<file path="config.mk">
export PLATFORM = sky130hd
export DESIGN_NAME = yutorina_spm_arb
export DESIGN_NICKNAME = d
export VERILOG_FILES = /design/src/rtl/yutorina_spm_arb.sv
export SDC_FILE = /design/constraint.sdc
export NUM_CORES = 1
export LEC_CHECK = 0
export BUFFER_PORTS_ARGS = -buffer_cell sky130_fd_sc_hd__clkbuf_2
export CAP_MARGIN = 20
export CORE_UTILIZATION = 35
export DETAILED_ROUTE_END_ITERATION = 12
export GPL_ROUTABILITY_DRIVEN = 0
export GPL_TIMING_DRIVEN = 0
export PLACE_DENSITY = 0.72
export REMOVE_ABC_BUFFERS = 1
export SYNTH_ARGS = -nofsm -noshare
export SYNTH_HDL_FRONTEND = slang
export SYNTH_SLANG_ARGS = --single-unit
</file>
<file path="constraint.sdc">
create_clock -name clk -period 1.5 [get_ports clk]
set_clock_uncertainty 0.05 [all_clocks]
set_input_delay 0.15 -clock clk [delete_from_list [all_inputs] [get_ports clk]]
set_output_delay 0.15 -clock clk [all_outputs]
set_load 0.01 [all_outputs]
</file>
<file path="src/rtl/yutorina_spm_arb.sv">
// Two-requester arbiter (m0 = CPU data path, m1 = DMA) for the SPM data port; one access per 3 cycles.
// Define SPM_ARB_RR_EN for round-robin tie-break; default build is fixed priority with m0 winning ties.
module yutorina_spm_arb #(
    parameter int ADDR_W = 12,
    parameter int DATA_W = 32
) (
    input  logic              clk,
    input  logic              reset,
    input  logic              m0_req,
    input  logic [ADDR_W-1:0] m0_addr,
    input  logic              m0_rw,
    input  logic [DATA_W-1:0] m0_wr_data,
    output logic              m0_gnt,
    output logic              m0_rdy,
    output logic [DATA_W-1:0] m0_rd_data,
    input  logic              m1_req,
    input  logic [ADDR_W-1:0] m1_addr,
    input  logic              m1_rw,
    input  logic [DATA_W-1:0] m1_wr_data,
    output logic              m1_gnt,
    output logic              m1_rdy,
    output logic [DATA_W-1:0] m1_rd_data,
    output logic [ADDR_W-1:0] spm_addr,
    output logic              spm_as_,
    output logic              spm_rw,
    output logic [DATA_W-1:0] spm_wr_data,
    input  logic [DATA_W-1:0] spm_rd_data
);

    // Handshake: a requester holds req and its attributes until its one-cycle rdy pulse; gnt is
    // high from the cycle after the grant edge through the rdy cycle. Attributes are latched at
    // the grant edge, so dropping req early still completes the access.
    localparam logic READ     = 1'b1;
    localparam logic ENABLE_  = 1'b0;
    localparam logic DISABLE_ = 1'b1;

    typedef enum logic [1:0] {IDLE = 2'd0, ACCESS = 2'd1, DONE = 2'd2} state_t;

    state_t            state, state_next;
    logic              grant;
    logic              winner;
    logic              owner_q;
    logic [ADDR_W-1:0] addr_q;
    logic              rw_q;
    logic [DATA_W-1:0] wr_data_q;
    logic              strobe;
    logic              done;

`ifdef SPM_ARB_RR_EN
    logic last_q;

    always_comb begin
        winner = m1_req;
        if (m0_req && m1_req) winner = ~last_q;
    end

    always_ff @(posedge clk) begin
        if (reset)      last_q <= 1'b0;
        else if (grant) last_q <= winner;
    end
`else
    always_comb winner = ~m0_req;
`endif

    always_comb begin
        state_next = state;
        grant      = 1'b0;
        case (state)
            IDLE: begin
                if (m0_req || m1_req) begin
                    grant      = 1'b1;
                    state_next = ACCESS;
                end
            end
            ACCESS:  state_next = DONE;
            DONE:    state_next = IDLE;
            default: state_next = IDLE;
        endcase
    end

    always_ff @(posedge clk) begin
        if (reset) begin
            state     <= IDLE;
            owner_q   <= 1'b0;
            addr_q    <= '0;
            rw_q      <= READ;
            wr_data_q <= '0;
        end else begin
            state <= state_next;
            if (grant) begin
                owner_q   <= winner;
                addr_q    <= winner ? m1_addr    : m0_addr;
                rw_q      <= winner ? m1_rw      : m0_rw;
                wr_data_q <= winner ? m1_wr_data : m0_wr_data;
            end
        end
    end

    // Reset is qualified in combinationally so a reset cycle landing on ACCESS or DONE
    // neither strobes the SPM nor signals completion.
    always_comb begin
        strobe      = (state == ACCESS) && !reset;
        done        = (state == DONE) && !reset;
        spm_as_     = strobe ? ENABLE_ : DISABLE_;
        spm_rw      = strobe ? rw_q : READ;
        spm_addr    = strobe ? addr_q : '0;
        spm_wr_data = strobe ? wr_data_q : '0;
        m0_gnt      = (state != IDLE) && !owner_q;
        m1_gnt      = (state != IDLE) && owner_q;
        m0_rdy      = done && !owner_q;
        m1_rdy      = done && owner_q;
        m0_rd_data  = m0_rdy ? spm_rd_data : '0;
        m1_rd_data  = m1_rdy ? spm_rd_data : '0;
    end

endmodule

</file>
==> summary.md <==
| Metric | Value |
|---|---|
| RSZ-0062 raised after global routing | yes |
| Initial antenna violation count | 0 |
| Buf+Inv Stages, Crit Path | 3 |
| Crit path max-delay family | buffers and inverters |
| Synth cell types | 22 |
| Synthesized area | 3142 um2 |
| Antenna Violating Nets Remaining | 0 |
| Period utilization | 1.150 |
| Layout cells sized above 1 | 0.6627 |
| Commonest non-fill, non-tap cell in the layout | clkbuf_2 |
| Cell Chain, Critical Path | nor3b_4 > buf_6 > buf_12 > and2_1 > buf_2 |
| Setup TNS Final | -19,300 ps |
| Post-synth top area cell | dfxtp_1 |
| Peak Freq | between 500 and 600 MHz |
| Pre-CTS setup slack | -1257 ps |
| Req. time, crit path | 1300 ps |
| Multi-input gate area | 2245 um2 |
| Synthesis Warnings | 0 |
| Synth top area cells | dfxtp_1 31%, and2_1 22%, a211oi_2 16% |
| Register area share after synthesis | 0.3059 |
| Port Buf Inserts | between 200 and 250 |
| DR pass1 iterations | 4 |
| Peak supply drop | around 0.43 mV |
| DRT iter0 DRCs | 120 |
| CP arrival | 1520 ps |
| Max FO, Critical Path | 20 |
| Hold Fails Final Rpt | 0 |
| Pwr Density | 642.2 nW/um2 |
| Largest net degree at the start of global routing | 55 |
| Vias | roughly 3.6k |
| Power, Total | 3.485 mW |
| Fillers | 716 |
| Leak | 2.721 nW |
| Via density per instance | 5.155 |
| Violated checks | setup timing |
| Clk root buf | clkbuf_8 |
| GR Util All Layers | 0.2286 |
| Cts bufs inserted | 5 |
| Avg Inst Size Synth | 9.240 um2 |
| Setup slack after layout | -224.7 ps |
| Ports | between 200 and 250 |
| Crit path launch type | flop |
| Min cycle time layout | 1725 ps |
| Die Ht | 96.75 um |
| Die Wd | 96.75 um |
| Worst hold slack | 129.6 ps |
| DIE AREA | 9360 um2 |
| Setup-failing EPs final | 112 |
| Worst Tran Pin Value | 557.6 ps |
| TritonCTS clock tree | yes |
| Worst skew pair latency | about 290 ps |
| Register bit total from synthesis | between 40 and 50 |
| Final Core Density | 0.6222 |
| Slew headroom | 0.6283 |
| Yosys top cell area share | 0.3059 |
| Post-Synthesis Cells | 340 |
| Hold Path Class | primary input to flop |
| Total grt overflow | 0 |
| DR WL/cell | 17.45 um |
| Area delta synth->final | 72.72% |
| Initial Utilization | 0.3603 |
| Core area | slightly below 9000 um2 |
| Reg area | 972.2 um2 |
| Clock sink count | 48 |
| ANT cells | 0 |
| Max_cap viols | 0 |
| WS Path Type | flop to primary output |
| Most frequent cells in the layout | 137 x clkbuf_2, 69 x buf_6, 58 x and2_4 |
| CTS Hold Bufs | 0 |
| DP HPWL | 7.190 mm |
| Drt drc | 0 |
| Crit end category | primary output |
| Global-route wire length before repair | 17.48 mm |
| Clock Path Buffers | 2 |
| Vias in the first global route | 3,522 |
| Clk slew on worst S/H paths | roughly 90 ps |
| Crit-path slowest cell | dfxtp_4 |
| Slew Limit Fails | 0 |
| Outcome | finished with violations |
| Routed WL | between 10 and 15 mm |
| Final #Nets | 715 |
| CP max stage delay | ~390 ps |
| H-tree depth | 2 |
| Row cnt | 34 |
==> stage by stage <==
step                instance area, um2  cells
floorplan                         2945    304
global placement                  4277    651
finish                            5426    698
CTS                               4766    687
detailed placement                4403    657
global route                      5426    698
==> worst reg2reg max path, delay by kind of cell, from the launching register on <==
kind                   cells  cell delay (ps)
AO/OA/AOI/OAI              1              120
buffers and inverters      2              320
flip-flops                 1              380
AND/OR/NAND/NOR            2              450
==> where the power goes <==
group / internal, mW / switching [mW] / total, mW
clock network: 0.333 / 0.454 / 0.787
registers: 1.42 / 0.0764 / 1.50
logic: 0.607 / 0.595 / 1.20
==> metal layers <==
| layer | part of all wire | global-route usage | vias to the layer above | wire [um] |
|---|---|---|---|---|
| met5 | 0 | 0 | - | 0 |
| met4 | 0.025 | 0.05855 | 0 | 302 |
| met3 | 0.067 | 0.04986 | 25 | 812 |
| met2 | 0.52 | 0.4263 | 190 | 6324 |
| met1 | 0.39 | 0.2611 | 1695 | 4741 |
| li1 | - | - | 1688 | - |
==> state kept, by name, summed over array words and instances, names as in the netlist <==
signal / cells
rw_q: 1
addr_q: 12
owner_q: 1
wr_data_q: 32
state: 2
==> kinds of logic (layout without fill, tap and decap cells) <==
family                 after synthesis  count (layout)  share of synthesized area
buffers and inverters               37             280                    0.06372
muxes                               45              45                     0.1438
and+or+nand+nor                    118             125                     0.2386
AOI/OAI and AO/OA                   92              92                     0.2481
DFF                                 48              48                     0.3059
==> path summary, 6_finish.rpt <==
kind	from	slack [ps]	depth (start not counted)	endpoint
worst max-delay path	state[0]$_SDFFE_PP0P_	-220	5	spm_wr_data[5]
worst min-delay path	m1_req	130	3	owner_q$_SDFFE_PP0P_
worst max register to register	state[1]$_SDFFE_PP0P_	40	5	wr_data_q[17]$_SDFFE_PP0P_
worst min register to register	wr_data_q[17]$_SDFFE_PP0P_	480	2	wr_data_q[17]$_SDFFE_PP0P_
==> Yosys cell counts <==
cell	instances
clkbuf_1	16
nand2b_1	1
nor2b_1	2
inv_1	1
buf_1	3
buf_2	10
a211o_1	1
dfxtp_1	48
buf_4	1
mux2i_1	44
mux2_2	1
a211oi_1	5
a21oi_1	45
nor4b_2	1
and2_1	109
a21boi_0	1
buf_6	6
nor3b_1	1
a211oi_2	40
nor2_1	2
or2_1	1
and4bb_2	1
==> repair_timing <==
action	CTS	global route
pin swaps	30	48
setup endpoints to repair	161	149
buffers inserted	13	8
gates cloned	9	3
gates resized for setup	32	224
==> area by class of cell <==
type,instances,area share
Clock inverter,2,0.002997
Tap cell,108,0.02490
Multi-Input combinational cell,262,0.4136
Clock buffer,6,0.01337
Inverter,1,0.0006917
Timing Repair Buffer,271,0.3652
Sequential cell,48,0.1792
Power figures use the tool's default switching activity.
